## config.mk

```make
export PLATFORM = sky130hd
export DESIGN_NAME = counter_stim_driver
export DESIGN_NICKNAME = d
export VERILOG_FILES = /design/src/rtl/counter_stim_pkg.sv /design/src/rtl/counter_stim_model.sv /design/src/rtl/counter_stim_driver.sv
export SDC_FILE = /design/constraint.sdc
export NUM_CORES = 1
export LEC_CHECK = 0
export BUFFER_PORTS_ARGS = -buffer_cell sky130_fd_sc_hd__buf_2
export CAP_MARGIN = 20
export CORE_ASPECT_RATIO = 0.6
export CORE_MARGIN = 4
export CORE_UTILIZATION = 41
export CTS_CLUSTER_DIAMETER = 150
export DETAILED_ROUTE_END_ITERATION = 12
export GPL_TIMING_DRIVEN = 1
export MAX_ROUTING_LAYER = met4
export PLACE_DENSITY = 0.68
export SLEW_MARGIN = 20
export SYNTH_ARGS = -nofsm -noshare
export SYNTH_HDL_FRONTEND = slang
export SYNTH_SLANG_ARGS = --single-unit
```

## constraint.sdc

```tcl
create_clock -name clk -period 3.8 [get_ports clk]
set_clock_uncertainty 0.2 [all_clocks]
set_input_delay 0.57 -clock clk [delete_from_list [all_inputs] [get_ports clk]]
set_output_delay 0.57 -clock clk [all_outputs]
set_load 0.005 [all_outputs]
```

## src/rtl/counter_stim_pkg.sv

```systemverilog
// counter_stim_pkg: shared command/state encodings and default widths for the counter stimulus driver
package counter_stim_pkg;
  localparam int DEF_WIDTH  = 8;
  localparam int DEF_ERRC_W = 8;
  typedef enum logic [1:0] {OP_LOAD, OP_UP, OP_DOWN, OP_HOLD} cmd_op_e;
  typedef enum logic [1:0] {S_IDLE, S_LOAD, S_RUN} state_e;
endpackage

```

## src/rtl/counter_stim_model.sv

```systemverilog
// counter_stim_model: expected-count tracker that flags and counts mismatches against the counter's data_out
module counter_stim_model
  import counter_stim_pkg::*;
#(
  parameter int WIDTH  = DEF_WIDTH,
  parameter int ERRC_W = DEF_ERRC_W
) (
  input  logic              clk,
  input  logic              rst_,
  input  logic              ld_cnt_i,
  input  logic              count_enb_i,
  input  logic              updn_cnt_i,
  input  logic [WIDTH-1:0]  data_in_i,
  input  logic [WIDTH-1:0]  data_out_i,
  output logic              err_o,
  output logic [ERRC_W-1:0] err_cnt_o
);
  logic [WIDTH-1:0]  exp_q, exp_d;
  logic [ERRC_W-1:0] cnt_q, cnt_d;
  logic              live_q, err_q, err_d, mis;
  // Mirror what the counter does with the drive it samples this edge; X/Z on data_out counts as a miss
  always_comb begin
    exp_d = !ld_cnt_i ? data_in_i : count_enb_i ? (updn_cnt_i ? exp_q + 1'b1 : exp_q - 1'b1) : exp_q;
    mis   = live_q && (data_out_i !== exp_q);
    err_d = err_q | mis;
    cnt_d = (mis && cnt_q != '1) ? cnt_q + 1'b1 : cnt_q;
  end
  // Comparison is only armed once the previous cycle was also out of reset
  always_ff @(posedge clk) begin
    if (!rst_) begin
      exp_q  <= '0;
      cnt_q  <= '0;
      err_q  <= 1'b0;
      live_q <= 1'b0;
    end else begin
      exp_q  <= exp_d;
      cnt_q  <= cnt_d;
      err_q  <= err_d;
      live_q <= 1'b1;
    end
  end
  assign err_o     = err_q;
  assign err_cnt_o = cnt_q;
endmodule

```

## src/rtl/counter_stim_driver.sv

```systemverilog
// counter_stim_driver: expands LOAD/UP/DOWN/HOLD commands into registered counter drive; COUNTER_STIM_CHECK_EN adds the expected-count checker
module counter_stim_driver
  import counter_stim_pkg::*;
#(
  parameter int WIDTH  = DEF_WIDTH,
  parameter int ERRC_W = DEF_ERRC_W
) (
  input  logic              clk,
  input  logic              rst_,
  input  logic              cmd_valid,
  output logic              cmd_ready,
  input  logic [1:0]        cmd_op,
  input  logic [WIDTH-1:0]  cmd_arg,
  output logic              ld_cnt_,
  output logic              count_enb,
  output logic              updn_cnt,
  output logic [WIDTH-1:0]  data_in,
  input  logic [WIDTH-1:0]  data_out,
  output logic              busy,
  output logic              err,
  output logic [ERRC_W-1:0] err_cnt
);
  state_e           state_q, state_d;
  logic [WIDTH-1:0] rep_q, rep_d, din_q, din_d;
  logic             ld_q, ld_d, en_q, en_d, updn_q, updn_d, accept;
  cmd_op_e          op;
  assign cmd_ready = (state_q == S_IDLE) & rst_;
  assign accept    = cmd_valid & cmd_ready;
  assign op        = cmd_op_e'(cmd_op);
  // Next state and next drive; outputs are registered so the drive follows the state it belongs to
  always_comb begin
    state_d = state_q;
    rep_d   = rep_q;
    din_d   = din_q;
    updn_d  = updn_q;
    ld_d    = 1'b1;
    en_d    = 1'b0;
    case (state_q)
      S_IDLE: if (accept) begin
        if (op == OP_LOAD) begin
          state_d = S_LOAD;
          ld_d    = 1'b0;
          din_d   = cmd_arg;
        end else if (cmd_arg != '0) begin
          state_d = S_RUN;
          rep_d   = cmd_arg;
          en_d    = op != OP_HOLD;
          updn_d  = op == OP_UP;
        end
      end
      S_LOAD: state_d = S_IDLE;
      S_RUN: if (rep_q == WIDTH'(1)) begin
        state_d = S_IDLE;
        rep_d   = '0;
      end else begin
        rep_d = rep_q - 1'b1;
        en_d  = en_q;
      end
      default: state_d = S_IDLE;
    endcase
  end
  // State and drive registers; reset abandons any command in flight
  always_ff @(posedge clk) begin
    if (!rst_) begin
      state_q <= S_IDLE;
      rep_q   <= '0;
      din_q   <= '0;
      ld_q    <= 1'b1;
      en_q    <= 1'b0;
      updn_q  <= 1'b0;
    end else begin
      state_q <= state_d;
      rep_q   <= rep_d;
      din_q   <= din_d;
      ld_q    <= ld_d;
      en_q    <= en_d;
      updn_q  <= updn_d;
    end
  end
  assign ld_cnt_   = ld_q;
  assign count_enb = en_q;
  assign updn_cnt  = updn_q;
  assign data_in   = din_q;
  assign busy      = state_q != S_IDLE;
`ifdef COUNTER_STIM_CHECK_EN
  counter_stim_model #(.WIDTH(WIDTH), .ERRC_W(ERRC_W)) u_model (
    .clk        (clk),
    .rst_       (rst_),
    .ld_cnt_i   (ld_q),
    .count_enb_i(en_q),
    .updn_cnt_i (updn_q),
    .data_in_i  (din_q),
    .data_out_i (data_out),
    .err_o      (err),
    .err_cnt_o  (err_cnt)
  );
`else
  logic unused_data_out;
  assign unused_data_out = ^data_out;
  assign err     = 1'b0;
  assign err_cnt = '0;
`endif
endmodule

```

* Word-level counts from Yosys, hierarchy flattened *
Index checks and enable logic that the tools add are counted.
Widths: inputs -> output; s select.

word-level totals
  output and inout port bits = 22
  input bits = 21
  register bits after elaboration = 21

operators by class
  mux-type cells = 16
  reduce and logical (&&, ||, !) cells = 10
  eq/ne operators = 9
  bitwise operators = 3
  add/subtract/negate cells = 1

operator list
  kind                 number
  $mux 8               4
  $pmux 8 s2           1
  $reduce_and 3->1     3
  $eq 8x1->1 const B   1
  $mux 2               4
  $ne 2x2->1 const B   4
  $reduce_and 4->1     2
  $reduce_bool 8->1    1
  $sub 8x1->8 const B  1
  $mux 1               5
  $logic_not 2->1      2
  $pmux 2 s2           1
  $reduce_bool 2->1    2
  $ne 3x1->1 const B   1
  $and 1x1->1          2
  $eq 2x1->1 const B   1
  $eq 2x2->1 const B   1
  $ne 2x1->1 const B   1
  $pmux 1 s2           1
  $not 1->1            1

* Logic depth before layout (Yosys ltp) *
Gate-level depths: netlist of run 1.

  depth after elaboration = 5
  mapped depth = 6

* Least setup slack after synthesis of run 1 *
Ideal clock, no wire load.

  path kind = input port to flip-flop
  from = input port cmd_arg[0]
  to = register rep_q[7]
  stages = 4
  library setup time = 0.120 ns
  path buffers = 0
  setup slack = 1.797 ns
  data arrival time = 1.683 ns
  path through = or4_4 -> o211ai_4 -> a21oi_1 -> a211o_1

on the way
  word-level cells in the longest chain between the ends = 3

RTL lines
  what                        line                       text
  start: declaration          counter_stim_driver.sv:13  input logic [WIDTH-1:0] cmd_arg,
  $reduce_bool 8->1           counter_stim_driver.sv:44  end else if (cmd_arg != '0) begin
  $ne 2x1->1 (no line)        -
  $reduce_and 4->1 (no line)  -
  end signal: assignment      counter_stim_driver.sv:73  rep_q <= rep_d;
  end: declaration            counter_stim_driver.sv:24  logic [WIDTH-1:0] rep_q, rep_d, din_q, din_d;

No other way between the ends.
A chain may end at the register's enable or synchronous reset.

* Worst setup path after layout of run 1 *
  from = input port rst_
  to = output port cmd_ready

on the way
  word-level cells in the longest chain between the ends = 1

RTL lines
  what                line                       text
  start: declaration  counter_stim_driver.sv:9   input logic rst_,
  $and 1x1->1         counter_stim_driver.sv:27  assign cmd_ready = (state_q == S_IDLE) & rst_;
  end: declaration    counter_stim_driver.sv:11  output logic cmd_ready,

No other way between the ends.

==> flow_summary.toml, run 1 <==
[outcome]
status = "finished clean"

[synth]
synthTopCellsByArea = "dfxtp_1 35%, mux2i_1 6.6%, buf_4 5.6%, nor2_1 5.0%, nand2_1 4.0%"
synthDominantCellAreaShare_pct = 34.9
synthesis.area_um2 = 1210
syn_avg_cell_area_um2 = 8.74
ys_ff_latch = 21
synth_largest_area_cell = "dfxtp_1"
yosysMostFrequentCell = "dfxtp_1"
ys.flop_type = "dfxtp_1"
seq_area_frac_synth_pct = 34.9
ys_types = 45
yosysWarningCount = 0
synth_commonest_cells = "21 x dfxtp_1, 16 x nor2_1, 13 x nand2_1, 9 x buf_4, 8 x mux2i_1"
synth_edf_count = 0
async_flop_share_pct = 0
synth_cells = 138

[detailed_routing]
met3WireLength_um = 229
vias = 1113
ant_nets = 0
drt_iter0_drc = 39
highest_layer = "met4"
routed_via_density = 5.54
met2_length_mm = 1.39
routed_wl_mm = 3.13
met1_length_mm = 1.50
route.detailed.drc = 0
dr.pass1.iters = 4
drt-wirelength-per-cell_um = 15.5

[cts]
cts_tree = "done"
cts_sinks = 21
htree_levels = 1
cts_root_buffer = "clkbuf_8"
cts_resized = 0
clkTransAtPathRegs_ns = 0.08
clk_latency_ns = 0.26
max-clock-path-buffers = 2
postCtsSetupBuffers = 0
postCtsHoldBufs = 0
cts_buffers = 3

[min_path]
hp-start = "data_in[4]"
hold_class = "reg -> reg"

[setup_path]
worstPathArrival_ns = 1.46
critical_path_class = "in -> out"
critical_path.endpoint_type = "output port"
crit_start = "rst_"
critPathLaunchType = "input port"
reg2reg_from = "rep_q[0]"
path_max_fanout = 17
worstPathRequired_ns = 3.03

[global_routing]
antenna_found_initial = 0
grt_pass1_wl_mm = 5.02
track_usage_pct = 16.6
grt_max_degree = 18
grt_pass1_vias = 1062
grt-ovfl-total = 0

[placement]
hpwl_mm = 2.32
place_congestion = 0.908
dpl_worst_slack_ns = 1.48
io_buffers = 25

[layout]
drive_gt1_share_pct = 26.7
synthToLayoutAreaGrowth_pct = 13.6
fill_cells = 250
final_nets = 185
diodes = 0

[sta]
setup_ws_ns = 1.57
finalSetupTns_ns = 0
period_needed_ns = 2.23
finalCritPeriodShare_pct = 58.6
setup_viol = 0
slew_headroom_pct = 46.0
rsz0062_at_grt = "no"
final_hold_viol_count = 0
worstMarginPinSlew_ns = 0.808
fmax_mhz = 449
slew_viol_final = 0

[floorplanning]
dieArea_um2 = 3900
ios = 43
die_x_um = 78.0
core_area_um2 = 2650
start_util_pct = 45.6
dieHeight_um = 50.0
placementRows = 14

[flow_run]
maxCapViolations = 0

[power]
p_leak_uw = 0.000663
ir_drop_uv = 202
powerDensity_nw_per_um2 = 384
flip-flops by register name, summed over array words and instances (netlist names):
register	flops
ld_cnt_	1
state_q	2
rep_q	8
data_in	8
count_enb	1
updn_cnt	1
routing by layer:
layer	track usage [%]	vias to the layer above
met5	-	-
met4	2.03	0
met3	4.36	2
met2	25.9	42
met1	22.2	539
li1	-	530
power breakdown:
group | internal, uW | leakage (uW) | total (uW) | switching, uW
sequential | 234 | 0.000171 | 250 | 16.9
combinational | 54.1 | 0.000466 | 129 | 75.4
clock | 73.1 | 0.0000255 | 147 | 73.7
total | 361 | 0.000663 | 527 | 166
placed cells by master, fill, tap and decap left out, drive strengths merged, types with 3 or more instances in the layout:
| cell type | n |
|---|---|
| buf | 26 |
| dfxtp | 21 |
| nor2 | 16 |
| nand2 | 14 |
| conb | 9 |
| mux2i | 8 |
| inv | 6 |
| a21oi | 6 |
| nor3 | 5 |
| nand4 | 4 |
| a32oi | 3 |
| clkbuf | 3 |
worst max-delay path, cell delays in order:
cell	delay, ns
buf_2	0.19
inv_1	0.45
nor2_1	0.10
buf_2	0.15
metrics by stage:
step	std cells	total power [uW]	utilization [%]	area, um2	hold WS, ns
4_1_cts	201	529	51.8	1370	0.302
2_1_floorplan	146	350	-	1240	0.263
3_3_place_gp	197	374	50.0	1320	0.269
6_report	201	527	51.8	1370	0.292
3_5_place_dp	197	382	50.0	1320	0.283
5_1_grt	201	554	51.8	1370	0.332
final cells by class:
cell class	instances	area (um2)	area share [%]
clock buffer	3	41.3	3.01
multi-input combinational	104	698	51.0
clock inverter	1	5.00	0.365
sequential	21	420	30.7
tap	40	50.0	3.65
inverter	6	22.5	1.64
timing repair buffer	26	133	9.68
cells by family after synthesis:
kind of cell | after synthesis | share of synthesized area [%]
AO/OA/AOI/OAI | 29 | 20.7
adder cells (fa/ha/maj) | 2 | 2.07
buffers and inverters | 21 | 9.75
flip-flops | 21 | 34.9
multiplexers | 9 | 7.57
other | 1 | 0.311
AND/OR/NAND/NOR | 55 | 24.7
worst paths after layout:
path	to	slack, ns	depth (start not counted)
worst max-delay path	cmd_ready	1.57	4
worst min-delay path	data_in[4]	0.29	2
worst max register to register	rep_q[4]	1.64	5
worst min register to register	data_in[4]	0.29	2
Power figures use the tool's default switching activity.
==> inputs of run 2 (changes only) <==
clock period = 2.3 ns   (was 3.8 ns; I/O delays follow)
==> flow_summary.toml, run 2 (synthesis gave the netlist of run 1 again) <==
[outcome]
status = "finished clean"

[min_path]
worstHoldPathCells = 2
hold_class = "in -> reg"
hp-start = "cmd_op[1]"
min_to = "updn_cnt"

[global_routing]
grt_pass1_wl_mm = 4.84
track_usage_pct = 16.0
grt_max_degree = 16
grt_pass1_vias = 1077
antenna_found_initial = 0
grt-ovfl-total = 0

[setup_path]
path_max_fanout = 7
worstPathArrival_ns = 2.03
critPathLaunchType = "register"
critical_path_class = "reg -> reg"
worstPathRequired_ns = 2.26
reg2regPathDepth = 6
reg2reg_from = "rep_q[1]"
r2r_setup_slack_ns = 0.23
r2r-end = "rep_q[4]"
critical_path.endpoint_type = "register"

[layout]
synthToLayoutAreaGrowth_pct = 16.7
postLayoutCellArea_um2 = 1410
final_nets = 189
diodes = 0
fill_cells = 243
multi_input_area_um2 = 707
final_util_pct = 53.2
final_cell_mix = "25 x buf_2, 21 x dfxtp_1, 16 x nor2_1"
regArea_um2 = 420
drive_gt1_share_pct = 27.9
final_common_cell = "buf_2"
fin_cells = 205

[sta]
setup_viol = 0
finalCritPeriodShare_pct = 90.2
rsz0062_at_grt = "no"
period_needed_ns = 2.07
fmax_mhz = 482
slew_viol_final = 0
final_hold_viol_count = 0
finalSetupTns_ns = 0
fin_hold_ws_ns = 0.105
slew_headroom_pct = 61.8
worstMarginPinSlew_ns = 0.573

[detailed_routing]
vias = 1107
routed_wl_mm = 3.00
routed_via_density = 5.40
dr.pass1.iters = 4
route.detailed.drc = 0
drt-wirelength-per-cell_um = 14.6
drt_iter0_drc = 95
ant_nets = 0

[placement]
dpl_cell_area_um2 = 1350
place_congestion = 0.901
hpwl_mm = 2.34
dp_cells = 201
io_buffers = 25

[cts]
htree_levels = 1
cts_sinks = 21
cts_root_buffer = "clkbuf_8"
clkTransAtPathRegs_ns = 0.07
cts_resized = 0
max-clock-path-buffers = 2
cts_tree = "done"
clk_latency_ns = 0.26
postCtsHoldBufs = 0
postCtsSetupBuffers = 0
cts_buffers = 3

[power]
powerDensity_nw_per_um2 = 626
ir_drop_uv = 269
p_leak_uw = 0.000682

[floorplanning]
die_x_um = 78.0
core_area_um2 = 2650
dieArea_um2 = 3900
start_util_pct = 45.6
placementRows = 14
dieHeight_um = 50.0
ios = 43

[flow_run]
maxCapViolations = 0
run 2: cell types whose count changed in the layout (fill, tap and decap cells not counted):
cell | previous run | this run
nor4b_2 | 1 | 0
clkinv_2 | 1 | 0
buf_4 | 1 | 5
clkbuf_1 | 0 | 1
nor4b_4 | 0 | 1
run 2: worst max-delay path, cell delays in order (launching register included):
cell and delay (ns):
dfxtp_1 0.36, inv_1 0.09, ha_1 0.23, nor4b_4 0.32, nand2_1 0.25, a32o_2 0.32
a31o_1 0.20
run 2: cell type report:
type	instances	share of cell area [%]
Multi-Input combinational cell	104	50.2
Inverter	6	1.60
Clock buffer	4	3.20
Sequential cell	21	29.9
Tap cell	40	3.56
Timing Repair Buffer	30	11.6
run 2: metal layers:
metal / vias to the layer above / share of wire, % / global-route usage (%)
li1: 537 / - / -
met1: 528 / 49 / 20.0
met2: 40 / 44 / 24.6
met3: 2 / 6.7 / 5.45
met4: 0 / 0.53 / 4.65
met5: - / 0 / -
run 2: per-stage QoR:
stage	setup slack (ns)	total power [uW]
2_1_floorplan	0.444	579
6_report	0.225	881
3_3_place_gp	0.233	630
3_5_place_dp	0.168	642
5_1_grt	0.0630	941
4_1_cts	0.135	883
run 2: where the power goes:
part / internal, uW / leakage, uW / total [uW] / switching [uW]
clock: 123 / 0.0000228 / 239 / 116
sequential: 386 / 0.000171 / 412 / 26.3
combinational: 102 / 0.000488 / 229 / 127
total: 611 / 0.000682 / 881 / 270
run 2: how the worst max path moves through the flow:
| stage | end | startpoint | cells past startpoint |
|---|---|---|---|
| 3_5_place_dp | rep_q[4] | rep_q[1] | 6 |
| 3_3_place_gp | rep_q[4] | rep_q[1] | 6 |
| 5_1_grt | rep_q[4] | rep_q[1] | 6 |
| 4_1_cts | rep_q[4] | rep_q[1] | 6 |
| 2_1_floorplan | rep_q[4] | rep_q[0] | 5 |
| 6_report | rep_q[4] | rep_q[1] | 6 |
==> inputs of run 3 (changes only) <==
CELL_PAD_IN_SITES_DETAIL_PLACEMENT = 1   (was default)
CELL_PAD_IN_SITES_GLOBAL_PLACEMENT = 1   (was default)
CORE_UTILIZATION = 35   (was 41)
PLACE_DENSITY = default   (was 0.68)
PLACE_DENSITY_LB_ADDON = 0.1   (was default)
==> flow_summary.toml, run 3 (synthesis gave the netlist of run 1 again) <==
[outcome]
status = "finished clean"

[layout]
final_nets = 190
final_common_cell = "buf_2"
synthToLayoutAreaGrowth_pct = 17.1
final_cell_mix = "25 x buf_2, 21 x dfxtp_1, 16 x nor2_1"
postLayoutCellArea_um2 = 1410
fill_cells = 407
drive_gt1_share_pct = 28.3
diodes = 0

[sta]
worstMarginPinSlew_ns = 0.595
setup_viol = 0
slew_viol_final = 0
rsz0062_at_grt = "no"
final_hold_viol_count = 0
period_needed_ns = 1.86
fmax_mhz = 538
finalCritPeriodShare_pct = 80.8
slew_headroom_pct = 60.3
finalSetupTns_ns = 0

[global_routing]
antenna_found_initial = 0
grt_max_degree = 16
track_usage_pct = 15.6
grt_pass1_vias = 1091
grt_pass1_wl_mm = 5.38
grt-ovfl-total = 0

[floorplanning]
core_area_um2 = 3280
die_x_um = 83.8
placementRows = 16
ios = 43
dieArea_um2 = 4480
start_util_pct = 36.7
dieHeight_um = 53.5

[detailed_routing]
vias = 1121
drt-wirelength-per-cell_um = 15.3
routed_via_density = 5.31
route.detailed.drc = 0
ant_nets = 0
drt_iter0_drc = 50
routed_wl_mm = 3.22
dr.pass1.iters = 4

[power]
p_leak_uw = 0.000685
ir_drop_uv = 247
p_total_uw = 884
powerDensity_nw_per_um2 = 626

[placement]
io_buffers = 25
hpwl_mm = 2.52
dpl_cell_area_um2 = 1370
place_congestion = 0.801

[setup_path]
crit_end = "rep_q[2]"
critPathLaunchType = "register"
reg2regPathDepth = 7
r2r-end = "rep_q[2]"
worstPathRequired_ns = 2.24
critical_path.endpoint_type = "register"
crit_family = "simple AND/OR/NAND/NOR gates"
reg2reg_from = "rep_q[1]"
r2r_setup_slack_ns = 0.44
worstPathBufferInverterCount = 2
cp_num_cells = 7
path_cells = "inv_1 -> ha_1 -> nor4b_2 -> nand2_1 -> buf_4 -> a32oi_1 -> o32ai_1"
crit_start = "rep_q[1]"
cpPeakStageDelay_ns = 0.35
path_max_fanout = 6
worstPathArrival_ns = 1.79
critical_path_class = "reg -> reg"
crit_slowest_cell = "dfxtp_1"

[cts]
cts_root_buffer = "clkbuf_8"
htree_levels = 1
clkTransAtPathRegs_ns = 0.08
cts_buffers = 3
cts_sinks = 21
postCtsSetupBuffers = 0
max-clock-path-buffers = 2
cts_resized = 0
postCtsHoldBufs = 0
cts_tree = "done"
clk_latency_ns = 0.26

[flow_run]
maxCapViolations = 0

[min_path]
hold_class = "in -> reg"
run 3: area by class of cell:
type / instances / area (um2) / area share (%)
Clock buffer: 4 / 45.0 / 3.19
Sequential cell: 21 / 420 / 29.8
Multi-Input combinational cell: 104 / 698 / 49.4
Inverter: 6 / 22.5 / 1.59
Tap cell: 45 / 56.3 / 3.99
Timing Repair Buffer: 31 / 170 / 12.0
run 3: routing by layer:
metal	vias up	share of wire (%)	track usage (%)
li1	539	-	-
met1	541	51	20.9
met2	39	43	24.5
met3	2	6.0	3.89
met4	0	0.25	2.41
met5	-	0	-
run 3: power by group:
part / leakage (uW) / internal (uW) / total (uW) / switching (uW)
sequential: 0.000171 / 386 / 411 / 25.2
combinational: 0.000491 / 100 / 227 / 127
clock: 0.0000228 / 123 / 245 / 122
run 3: stage by stage:
stage | util (%) | hold slack, ns | std cells | worst slack, ns
6_report | 43.0 | 0.110 | 211 | 0.442
5_1_grt | 43.0 | 0.121 | 211 | 0.299
4_1_cts | 43.0 | 0.102 | 211 | 0.433
3_5_place_dp | 41.7 | 0.281 | 207 | 0.206
3_3_place_gp | 41.7 | 0.268 | 207 | 0.246
2_1_floorplan | - | 0.242 | 146 | 0.444
run 3: worst min-delay path by stage:
stage / start / cells after the start / endpoint
2_1_floorplan: cmd_op[1] / 1 / updn_cnt
3_3_place_gp: data_in[4] / 2 / data_in[4]
3_5_place_dp: data_in[6] / 2 / data_in[6]
4_1_cts: cmd_op[1] / 2 / updn_cnt
5_1_grt: cmd_op[1] / 2 / updn_cnt
6_report: cmd_op[1] / 2 / updn_cnt
